## config.mk

```make
export PLATFORM = sky130hd
export DESIGN_NAME = register_bank
export DESIGN_NICKNAME = d
export VERILOG_FILES = /design/src/rtl/register_bank_pkg.sv /design/src/rtl/register_lane.sv /design/src/rtl/register_bank.sv
export SDC_FILE = /design/constraint.sdc
export NUM_CORES = 1
export LEC_CHECK = 0
export CORE_MARGIN = 2
export CORE_UTILIZATION = 30
export DETAILED_ROUTE_END_ITERATION = 10
export PLACE_DENSITY = 0.57
export SETUP_SLACK_MARGIN = 0.5
export SYNTH_ARGS = -nofsm -noshare
export SYNTH_HDL_FRONTEND = slang
export SYNTH_SLANG_ARGS = --single-unit
```

## constraint.sdc

```tcl
create_clock -name clock -period 2.03 [get_ports clock]
set_input_delay 0.609 -clock clock [delete_from_list [all_inputs] [get_ports clock]]
set_output_delay 0.609 -clock clock [all_outputs]
set_load 0.02 [all_outputs]
```

## src/rtl/register_bank_pkg.sv

```systemverilog
// Shared types and helpers for the byte-laned register bank.
package register_bank_pkg;

  localparam int LANE_W = 8;

  typedef enum logic {
    IDLE  = 1'b0,
    SWEEP = 1'b1
  } seq_state_e;

  function automatic logic [LANE_W-1:0] lane_merge(input logic [LANE_W-1:0] old_v,
                                                   input logic [LANE_W-1:0] new_v,
                                                   input logic              be);
    return be ? new_v : old_v;
  endfunction

endpackage

```

## src/rtl/register_lane.sv

```systemverilog
// One 8-bit storage lane: load on en_i, synchronous zero on zero_i, async clear.
module register_lane
  import register_bank_pkg::*;
(
  input  logic              clock,
  input  logic              clear_n,
  input  logic              en_i,
  input  logic              zero_i,
  input  logic [LANE_W-1:0] d_i,
  output logic [LANE_W-1:0] q_o
);

  logic [LANE_W-1:0] data_q;

  always_ff @(posedge clock or negedge clear_n) begin
    if (!clear_n) begin
      data_q <= '0;
    end else if (zero_i) begin
      data_q <= '0;
    end else if (en_i) begin
      data_q <= d_i;
    end
  end

  assign q_o = data_q;

endmodule

```

## src/rtl/register_bank.sv

```systemverilog
// Byte-enabled register bank with two registered read ports and a flush sweeper.
// Optional same-edge write-to-read forwarding: define REGISTER_BANK_BYPASS_EN.
module register_bank
  import register_bank_pkg::*;
#(
  parameter  int WIDTH = 16,
  parameter  int DEPTH = 8,
  localparam int AW    = $clog2(DEPTH),
  localparam int LANES = WIDTH / LANE_W
) (
  input  logic             clock,
  input  logic             clear_n,
  input  logic             clock_enable,
  input  logic             wr_valid,
  output logic             wr_ready,
  input  logic [AW-1:0]    wr_addr,
  input  logic [WIDTH-1:0] wr_data,
  input  logic [LANES-1:0] wr_be,
  input  logic             rd_en_a,
  input  logic [AW-1:0]    rd_addr_a,
  output logic [WIDTH-1:0] rd_data_a,
  input  logic             rd_en_b,
  input  logic [AW-1:0]    rd_addr_b,
  output logic [WIDTH-1:0] rd_data_b,
  input  logic             flush,
  output logic             busy
);

  seq_state_e        state_q;
  logic [AW-1:0]     ptr_q;
  logic [WIDTH-1:0]  rd_data_a_q, rd_data_b_q;
  logic [WIDTH-1:0]  rd_word_a, rd_word_b;
  logic [LANE_W-1:0] lane_q [DEPTH][LANES];
  logic              wr_fire;

  function automatic logic addr_ok(input logic [AW-1:0] a);
    return 32'(a) < DEPTH;
  endfunction

  assign busy     = (state_q == SWEEP);
  assign wr_ready = clock_enable & ~busy;
  assign wr_fire  = wr_valid & wr_ready;

  // Out-of-range write addresses match no entry, so they are dropped here.
  for (genvar e = 0; e < DEPTH; e++) begin : g_entry
    for (genvar l = 0; l < LANES; l++) begin : g_lane
      register_lane u_lane (
        .clock  (clock),
        .clear_n(clear_n),
        .en_i   (wr_fire & (wr_addr == AW'(e))),
        .zero_i (clock_enable & busy & (ptr_q == AW'(e))),
        .d_i    (lane_merge(lane_q[e][l], wr_data[l*LANE_W +: LANE_W], wr_be[l])),
        .q_o    (lane_q[e][l])
      );
    end
  end

  always_comb begin
    rd_word_a = '0;
    rd_word_b = '0;
    if (addr_ok(rd_addr_a)) begin
      for (int l = 0; l < LANES; l++) rd_word_a[l*LANE_W +: LANE_W] = lane_q[rd_addr_a][l];
    end
    if (addr_ok(rd_addr_b)) begin
      for (int l = 0; l < LANES; l++) rd_word_b[l*LANE_W +: LANE_W] = lane_q[rd_addr_b][l];
    end
`ifdef REGISTER_BANK_BYPASS_EN
    if (wr_fire && addr_ok(wr_addr) && (wr_addr == rd_addr_a)) begin
      for (int l = 0; l < LANES; l++)
        rd_word_a[l*LANE_W +: LANE_W] = lane_merge(rd_word_a[l*LANE_W +: LANE_W],
                                                   wr_data[l*LANE_W +: LANE_W], wr_be[l]);
    end
    if (wr_fire && addr_ok(wr_addr) && (wr_addr == rd_addr_b)) begin
      for (int l = 0; l < LANES; l++)
        rd_word_b[l*LANE_W +: LANE_W] = lane_merge(rd_word_b[l*LANE_W +: LANE_W],
                                                   wr_data[l*LANE_W +: LANE_W], wr_be[l]);
    end
`endif
  end

  always_ff @(posedge clock or negedge clear_n) begin
    if (!clear_n) begin
      rd_data_a_q <= '0;
      rd_data_b_q <= '0;
    end else if (clock_enable) begin
      if (rd_en_a) rd_data_a_q <= rd_word_a;
      if (rd_en_b) rd_data_b_q <= rd_word_b;
    end
  end

  assign rd_data_a = rd_data_a_q;
  assign rd_data_b = rd_data_b_q;

  // Flush arriving mid-sweep is ignored; the sweep always runs 0..DEPTH-1.
  always_ff @(posedge clock or negedge clear_n) begin
    if (!clear_n) begin
      state_q <= IDLE;
      ptr_q   <= '0;
    end else if (clock_enable) begin
      case (state_q)
        IDLE: begin
          if (flush) begin
            state_q <= SWEEP;
            ptr_q   <= '0;
          end
        end
        SWEEP: begin
          if (ptr_q == AW'(DEPTH - 1)) begin
            state_q <= IDLE;
            ptr_q   <= '0;
          end else begin
            ptr_q <= ptr_q + 1'b1;
          end
        end
        default: begin
          state_q <= IDLE;
          ptr_q   <= '0;
        end
      endcase
    end
  end

endmodule

```

==> results.json, run 1 <==
{
  "timing.final.crit_share_pct": 85.23,
  "viasPerCell": 5.566,
  "num_antenna_cells": 0,
  "die_w_um": 180,
  "synthXorXnorAreaFrac_pct": 0,
  "fin_nets": 1122,
  "fin_skew_ps": 12.32,
  "syn_to_final_growth_pct": 31.63,
  "cts_made_buffers": 17,
  "synth-edff-count": 0,
  "relSlewSlack_pct": 67.06,
  "powerDensity_mw_per_mm2": 783.8,
  "routed_wl_um": 33290,
  "hold_class": "in2async",
  "antenna_found_initial": 0,
  "synth_top_area_share_pct": 44.16,
  "yosys.area_share.simple_pct": 17.89,
  "die_area_mm2": 0.03240,
  "final_util_pct": 40.09,
  "syn_inst": 975,
  "rsz0062_at_grt": "true",
  "yosysTopAreaCell": "dfrtp_1",
  "fmax_mhz": 578.0,
  "synthArstFlopShare_pct": 100.0,
  "layout_common_cells": "dfrtp_1 (163), nand2_1 (151), nand3_1 (104), o21ai_1 (83)",
  "port_buffers": 67,
  "setup_viol": 0,
  "hold_viol_final": 0,
  "synth_adder_area_share_pct": 0.8079,
  "ios": 68,
  "syn-num-nets": 1015,
  "start_kind": "flip-flop",
  "synth_mux_area_share_pct": 14.65,
  "synthFlopType": "dfrtp_1",
  "path_class": "reg2out",
  "irDropWorstVdd_mv": 0.5365,
  "nFillCells": 2991,
  "clkTransAtPathRegs_ps": 70,
  "status": "finished clean",
  "cts_tree": "built",
  "drt_iter0_markers": 751,
  "required_ps": 1420,
  "yosysUniqueCellTypes": 39,
  "core_area_mm2": 0.03051,
  "initial_utilization_pct": 30.46,
  "grt_pass1_vias": 8193,
  "synth.area.top_cells": "dfrtp_1 (44%), mux2_2 (7.8%), mux2i_1 (6.9%)",
  "arrival_ps": 1120,
  "detail_route.wl_per_cell_um": 22.33,
  "synth_seq_cells": 164,
  "vias": 8299,
  "drtAntennaViolNets": 0,
  "cp-end-kind": "primary output",
  "route.detailed.drc": 0,
  "synth-compound-area-share_pct": 15.93,
  "seq_area_frac_synth_pct": 44.16,
  "hpwl_um": 20660,
  "synth_top_family_by_area": "simple AND/OR/NAND/NOR gates",
  "grt_start_max_net_pins": 61,
  "grt_pass1_wl_um": 50030,
  "cp_max_fo": 3,
  "holdBufCountCts": 0,
  "syn_area_mm2": 0.009293,
  "yosysWarnings": 0,
  "drtPass1Iterations": 7,
  "layout_commonest_cell": "dfrtp_1",
  "fin_hold_ws_ps": 69.15,
  "tightest_slew_ps": 492.6,
  "grt_overflow": 0,
  "worstSkewPairLatency_ps": 440,
  "drv_cap": 0,
  "rows": 64,
  "cts_root_buf": "clkbuf_16",
  "syn-mean-instance-area_um2": 9.531,
  "slew_violations": 0,
  "drive_gt1_share_pct": 27.03,
  "fin_total_pwr_mw": 9.587,
  "cts_sinks": 164,
  "period_minus_slack_ps": 1730,
  "die_y_um": 180,
  "cts-root-to-sink-buffers": 2,
  "htreeDepth": 4,
  "cellLeakagePower_nw": 5.372,
  "grt_usage_pct": 20.09,
  "globalplace.congestion": 0.8032
}
## sequential cells by signal, summed over array words and instances (netlist names)
signal / flops
busy: 1
g_entry.g_lane.u_lane.q_o: 128
ptr_q: 3
rd_data_a: 16
rd_data_b: 16
## worst max-delay path: stages, from the launching register on
cell     delay, ps
dfrtp_2        440
nor2b_4        120
buf_6          120
## report_power, final
group	internal, mW	switching, mW	total [mW]
registers	3.63	0.303	3.93
logic	1.17	1.38	2.55
clock network	1.64	1.46	3.11
total	6.44	3.14	9.59
## logic make-up after synthesis
group           count (synthesis)
compound gates                246
mux                           128
flops                         164
buf+inv                       102
fa+ha+maj                       6
simple gates                  329
## path summary, 6_finish.rpt
check | startpoint | end | slack (ps) | cells after the start
setup / recovery | busy | wr_ready | 300 | 2
hold / removal | clear_n | g_entry[1].g_lane[0].u_lane.q_o[0] | 70 | 1
setup reg to reg | busy | g_entry[4].g_lane[1].u_lane.q_o[0] | 390 | 6
hold reg to reg | rd_data_b[11] | rd_data_b[11] | 500 | 2
max in group asynchronous | clear_n | rd_data_a[12] | 1270 | 2
min in group clock | rd_data_b[11] | rd_data_b[11] | 500 | 2
## layout make-up
type	count	area [µm²]	share of cell area (%)
Tap cell	396	495.5	4.051
Multi-Input combinational cell	710	4741	38.76
Sequential cell	164	4105	33.56
Inverter	3	11.26	0.09206
Timing Repair Buffer	186	2327	19.03
Clock buffer	19	452.9	3.703
Clock inverter	13	98.84	0.8081
## synth_stat cells, drive strengths merged (2+ instances only)
library cell / number
o21ai: 130
o22ai: 32
nand4: 30
ha: 6
buf: 64
nand4b: 4
and3b: 4
nor2b: 3
dfrtp: 164
mux2i: 64
clkbuf: 35
a21oi: 17
mux2: 64
nor2: 17
or3b: 2
and3: 2
nand3: 105
nand2: 151
o31ai: 33
nor3b: 2
inv: 3
nand3b: 4
a22o: 32
nand2b: 2
## per-layer routing
metal | vias to the layer above | global-route usage [%] | wire length [µm]
li1 | 3767 | - | -
met1 | 4083 | 27.19 | 13940
met5 | - | 0 | 0
met3 | 67 | 3.019 | 2222
met2 | 382 | 32.98 | 16310
met4 | 0 | 6.504 | 815
## repair_timing
item,in CTS,in global routing
gates resized for setup,230,80
cloned,6,3
setup endpoints to repair,193,184
pin swaps,4,20
setup buffers,12,16
## per-stage QoR
stage	worst slack (ps)	cells	cell area [µm²]	TNS, ps
6_report	299.8	1491	12230	0
5_1_grt	263.9	1491	12230	0
4_1_cts	297.7	1472	11910	0
3_5_place_dp	-416.9	1422	10990	-33460
3_3_place_gp	-404.4	1422	10990	-29330
2_1_floorplan	416.8	975	9360	0
Power figures use the tool's default switching activity.
==> run 2, diff against run 1 <==
--- a/config.mk
+++ b/config.mk
@@ -5,6 +5,7 @@
 export SDC_FILE = /design/constraint.sdc
 export NUM_CORES = 1
 export LEC_CHECK = 0
+export CORE_ASPECT_RATIO = 0.5
 export CORE_MARGIN = 2
 export CORE_UTILIZATION = 30
 export DETAILED_ROUTE_END_ITERATION = 10
==> run 2 against run 1 <==
  * Sequential cell count unchanged
  * Clock skew down 1.8 ps
  * Total power up 4.2%
  * Worst hold slack worse by 27 ps
  * Critical endpoint unchanged
  * Largest cell class unchanged
==> results.json, run 2 (synthesized netlist as in run 1, its figures left out) <==
{
  "routed_wl_um": 33930,
  "path_class": "reg2out",
  "die_w_um": 252.9,
  "cp-end-kind": "primary output",
  "setup_viol": 0,
  "critPathSlowestCell": "dfrtp_1",
  "grt_overflow": 0,
  "worstPathCellList": "nor2b_4 > buf_6",
  "gr-usage-met3_pct": 5.260,
  "die_area_mm2": 0.03249,
  "cp_num_buf_inv": 1,
  "grt_start_max_net_pins": 59,
  "drive_gt1_share_pct": 26.30,
  "fin_nets": 1126,
  "detail_route.wl_per_cell_um": 22.65,
  "rsz0062_at_grt": "true",
  "start_kind": "flip-flop",
  "grt_pass1_wl_um": 51560,
  "cpLargestDelayFamily": "flip-flops",
  "grt_usage_pct": 21.21,
  "layout_common_cells": "dfrtp_1 (164), nand2_1 (151), nand3_1 (103), o21ai_0 (87), buf_4 (76)",
  "relSlewSlack_pct": 64.72,
  "globalplace.congestion": 0.8638,
  "vias": 8541,
  "placed_cells": 1436,
  "cts_sinks": 164,
  "initial_utilization_pct": 30.56,
  "port_buffers": 67,
  "worstSkewPairLatency_ps": 450,
  "cpPeakStageDelay_ps": 420,
  "drtAntennaViolNets": 0,
  "hold_class": "in2async",
  "grtUsageMet2_pct": 31.53,
  "status": "finished clean",
  "cts-root-to-sink-buffers": 2,
  "viasPerCell": 5.702,
  "tightest_slew_ps": 527.5,
  "gr-max-usage-layer": "met2",
  "timing.rr.end": "g_entry[5].g_lane[1].u_lane.q_o[4]",
  "hpwl_um": 21870,
  "cts_made_buffers": 17,
  "drtPass1Iterations": 6,
  "antenna_found_initial": 0,
  "fmax_mhz": 587.2,
  "largest_register_ffs": 128,
  "cellLeakagePower_nw": 5.391,
  "r2r_start": "busy",
  "irDropWorstVdd_mv": 0.5652,
  "htreeDepth": 4,
  "post_dp_cell_area_mm2": 0.01105,
  "cp_max_fo": 3,
  "layout_commonest_cell": "dfrtp_1",
  "core_area_mm2": 0.03040,
  "ios": 68,
  "num_antenna_cells": 0,
  "grt_pass1_vias": 8508,
  "slew_violations": 0,
  "reg2reg_depth": 6,
  "holdBufCountCts": 0,
  "required_ps": 1420,
  "drt_iter0_markers": 900,
  "die_y_um": 128.5,
  "clkTransAtPathRegs_ps": 70,
  "period_minus_slack_ps": 1703,
  "fin_cells": 1498,
  "design_area_mm2": 0.01224,
  "cts_root_buf": "clkbuf_16",
  "drv_cap": 0,
  "hold_viol_final": 0,
  "timing.final.crit_share_pct": 83.90,
  "use_met1_pct": 29.91,
  "rows": 45,
  "syn_to_final_growth_pct": 31.71,
  "r2r_slack_ps": 370,
  "fin_skew_ps": 10.55,
  "route.detailed.drc": 0,
  "arrival_ps": 1090,
  "powerDensity_mw_per_mm2": 816.1,
  "cts_tree": "built"
}
run 2: cell count changes in the layout (fill, tap and decap cells not counted), sizes merged:
cell | previous run | this run
bufinv | 0 | 3
buf | 152 | 156
clkinv | 6 | 3
clkbuf | 22 | 21
bufbuf | 1 | 5
clkdlybuf4s15 | 0 | 1
nand4b | 5 | 4
dlygate4sd2 | 9 | 10
clkinvlp | 3 | 4
inv | 7 | 4
dlymetal6s2s | 2 | 0
run 2: how the worst max path moves through the flow:
stage,depth (start not counted),from,slack (ps),to
5_1_grt,2,busy,290,wr_ready
3_3_place_gp,3,clock_enable,-410,wr_ready
2_1_floorplan,3,clock_enable,420,wr_ready
6_report,2,busy,330,wr_ready
4_1_cts,2,busy,320,wr_ready
3_5_place_dp,3,clock_enable,-400,wr_ready
run 2: cell type report:
type                       instances  area, µm²
fill                            2909      18160
multi-input combinational        709       4715
sequential                       164       4104
timing repair buffer             191       2298
tap                              399      499.2
clock buffer                      21      460.4
clock inverter                    11      151.4
inverter                           3      11.26
run 2: per-layer routing:
layer / share of wire, % / up-vias
met4: 2.4 / 0
met5: 0 / -
li1: - / 3772
met2: 44 / 428
met1: 44 / 4273
met3: 9.2 / 68
run 2: timing repair:
action | 4_1_cts | 5_1_grt
gates resized for setup | 250 | 4
gates cloned | 7 | 0
setup buffers | 18 | 5
pin swaps | 5 | 4
setup endpoints to repair | 194 | 161
run 2: power by group:
group	leakage (nW)	switching, mW	internal (mW)
Combinational	2.87	1.42	1.20
Sequential	2.24	0.307	3.63
Clock	0.286	1.43	2.01
run 2: per-stage QoR:
stage / util (%) / TNS (ps) / total power, mW / hold slack [ps] / worst slack (ps)
3_3_place_gp: 36.35 / -20870 / 6.220 / 463.0 / -413.8
5_1_grt: 40.26 / 0 / 10.36 / 51.30 / 291.8
2_1_floorplan: - / 0 / 5.211 / 313.4 / 416.8
6_report: 40.26 / 0 / 9.989 / 41.98 / 326.9
3_5_place_dp: 36.35 / -21240 / 6.288 / 466.3 / -400.6
4_1_cts: 40.10 / 0 / 9.941 / 46.68 / 321.7
run 2: worst register-to-register path: stages, from the launching register on:
cell     delay (ps)
dfrtp_1         420
buf_4           220
and4b_4         420
buf_4           160
buf_16          150
nand3_1         110
o21ai_2         100
==> run 3, diff against run 2 <==
--- a/config.mk
+++ b/config.mk
@@ -9,7 +9,7 @@
 export CORE_MARGIN = 2
 export CORE_UTILIZATION = 30
 export DETAILED_ROUTE_END_ITERATION = 10
-export PLACE_DENSITY = 0.57
+export PLACE_DENSITY = 0.59
 export SETUP_SLACK_MARGIN = 0.5
 export SYNTH_ARGS = -nofsm -noshare
 export SYNTH_HDL_FRONTEND = slang
==> constraint.sdc (replaced) <==
create_clock -name clock -period 1.45 [get_ports clock]
set_input_delay 0.435 -clock clock [delete_from_list [all_inputs] [get_ports clock]]
set_output_delay 0.435 -clock clock [all_outputs]
set_load 0.02 [all_outputs]
==> run 3 against run 2 <==
  * The flow now finishes with violations (negative setup slack)
  * First-iteration DRC count increased by 16%
  * Clock power increased by 34%
  * Clock-buffer cell count increased by 1
  * Non-clock buffer count increased by 81
  * Worst setup slack got worse by 510 ps
  * Routed wire length increased by 19%
  * Sequential share of layout area decreased by 6.9 points
  * Critical path depth increased by 5
  * Register-to-register slack got worse by 550 ps
  * Critical path type is now reg2reg
==> results.json, run 3 (synthesized netlist as in run 1, its figures left out) <==
{
  "status": "finished, violations left",
  "violations": "negative setup slack",
  "die_area_mm2": 0.03249,
  "required_ps": 1810,
  "die_y_um": 128.5,
  "worst_slack_ps": -184.8,
  "route.detailed.drc": 0,
  "rsz0062_at_grt": "true",
  "vias": 9496,
  "cp-end-kind": "flip-flop",
  "final_util_pct": 50.80,
  "powerDensity_mw_per_mm2": 991.5,
  "fin_nets": 1207,
  "layout_commonest_cell": "dfrtp_1",
  "initial_utilization_pct": 30.56,
  "grt_pass1_vias": 9507,
  "slew_violations": 0,
  "irDropWorstVdd_mv": 0.8896,
  "arrival_ps": 2000,
  "drt_iter0_markers": 1048,
  "clkTransAtPathRegs_ps": 80,
  "hold_viol_final": 0,
  "nFillCells": 2422,
  "routed_wl_um": 40280,
  "rows": 45,
  "cts_root_buf": "clkbuf_16",
  "largest_register_ffs": 128,
  "fin_hold_ws_ps": 518.2,
  "viasPerCell": 6.014,
  "cts_tree": "built",
  "antenna_found_initial": 0,
  "cp_max_fo": 6,
  "period_minus_slack_ps": 1635,
  "num_antenna_cells": 0,
  "cts_sinks": 164,
  "cts_made_buffers": 17,
  "path_class": "reg2reg",
  "ios": 68,
  "detail_route.wl_per_cell_um": 25.51,
  "hold_class": "in2reg",
  "layout_common_cells": "dfrtp_1 (161), nand2_1 (148), o21ai_1 (87), nand3_2 (86), buf_12 (86)",
  "worstSkewPairLatency_ps": 450,
  "grt_pass1_wl_um": 57450,
  "core_area_mm2": 0.03040,
  "htreeDepth": 4,
  "drtAntennaViolNets": 0,
  "cts-root-to-sink-buffers": 2,
  "drv_cap": 0,
  "globalplace.congestion": 0.8569,
  "start_kind": "flip-flop",
  "grt_overflow": 0,
  "syn_to_final_growth_pct": 66.20,
  "cellLeakagePower_nw": 6.422,
  "fin_total_pwr_mw": 15.31,
  "port_buffers": 67,
  "drive_gt1_share_pct": 50.85,
  "fin_skew_ps": 15.33,
  "die_w_um": 252.9,
  "relSlewSlack_pct": 76.79,
  "grt_start_max_net_pins": 67,
  "tightest_slew_ps": 347.1,
  "fmax_mhz": 611.7,
  "hpwl_um": 22300,
  "setup_viol": 135,
  "timing.final.crit_share_pct": 112.7,
  "grt_usage_pct": 23.70,
  "drtPass1Iterations": 6
}
==> run 3: changes by cell type in the layout (fill, tap and decap cells not counted), moves of 21 or more <==
cell,previous run,this run
buf_12,40,86
o21ai_0,87,2
nand3_1,103,4
o31ai_1,30,7
mux2_4,0,24
buf_6,37,58
o21ai_2,1,40
nand3_2,1,86
mux2_2,64,40
o21ai_1,42,87
buf_16,2,26
o22ai_1,32,2
==> run 3: area by class of cell <==
class                   instances  area, µm²  area share [%]
repair buffers                272       4005           25.93
clock buffers                  22      484.2           3.135
clock inverters                10      98.84          0.6400
flip-flops and latches        164       4108           26.60
multi-input cells             709       6238           40.39
inverters                       3      11.26         0.07291
well taps                     399      499.2           3.232
==> run 3: metal layers <==
| layer | vias up | global-route usage [%] | wire [µm] | part of all wire, % |
|---|---|---|---|---|
| met5 | - | 0 | 0 | 0 |
| met4 | 0 | 9.885 | 1489 | 3.7 |
| met3 | 151 | 7.607 | 4487 | 11 |
| met2 | 636 | 37.44 | 18710 | 46 |
| met1 | 4747 | 30.12 | 15600 | 39 |
| li1 | 3962 | - | - | - |
==> run 3: per-stage QoR <==
stage / setup TNS, ps / instance area [µm²] / std cells / worst slack, ps
floorplan: 0 / 9935 / 975 / 45.23
global placement: -98320 / 11860 / 1448 / -827.4
detailed placement: -98820 / 11860 / 1448 / -813.7
CTS: -11090 / 14520 / 1556 / -165.4
global route: -18400 / 15440 / 1579 / -229.4
finish: -14070 / 15440 / 1579 / -184.8
==> run 3: worst paths after layout <==
kind | start | endpoint | slack [ps] | cells after the start
max in group asynchronous | clear_n | g_entry[6].g_lane[1].u_lane.q_o[1] | 570 | 3
min in group asynchronous | clear_n | g_entry[2].g_lane[1].u_lane.q_o[6] | 590 | 3
worst min register to register | rd_data_b[13] | rd_data_b[13] | 520 | 2
worst max-delay path | busy | g_entry[6].g_lane[0].u_lane.q_o[6] | -180 | 7
worst min-delay path | rd_en_a | rd_data_a[11] | 520 | 4
worst max register to register | busy | g_entry[6].g_lane[0].u_lane.q_o[6] | -180 | 7
==> run 3: what timing repair did <==
item | in CTS | in global routing
resized for setup | 415 | 139
pin swaps | 170 | 68
hold buffers | 1 | 0
setup buffers | 50 | 19
cloned | 25 | 4
hold endpoints to repair | 7 | 0
endpoints found under the setup margin | 198 | 249
==> run 3: where the power goes <==
part,switching (mW),internal (mW)
clock network,2.05,2.56
logic,2.63,2.49
registers,0.495,5.09
total,5.18,10.1
==> run 3: critical path, cell delays in order, from the launching register on <==
cell	delay, ps
dfrtp_2	440
buf_6	150
and4b_4	350
buf_12	130
buf_12	130
buf_16	130
nand4_1	110
o21ai_1	110
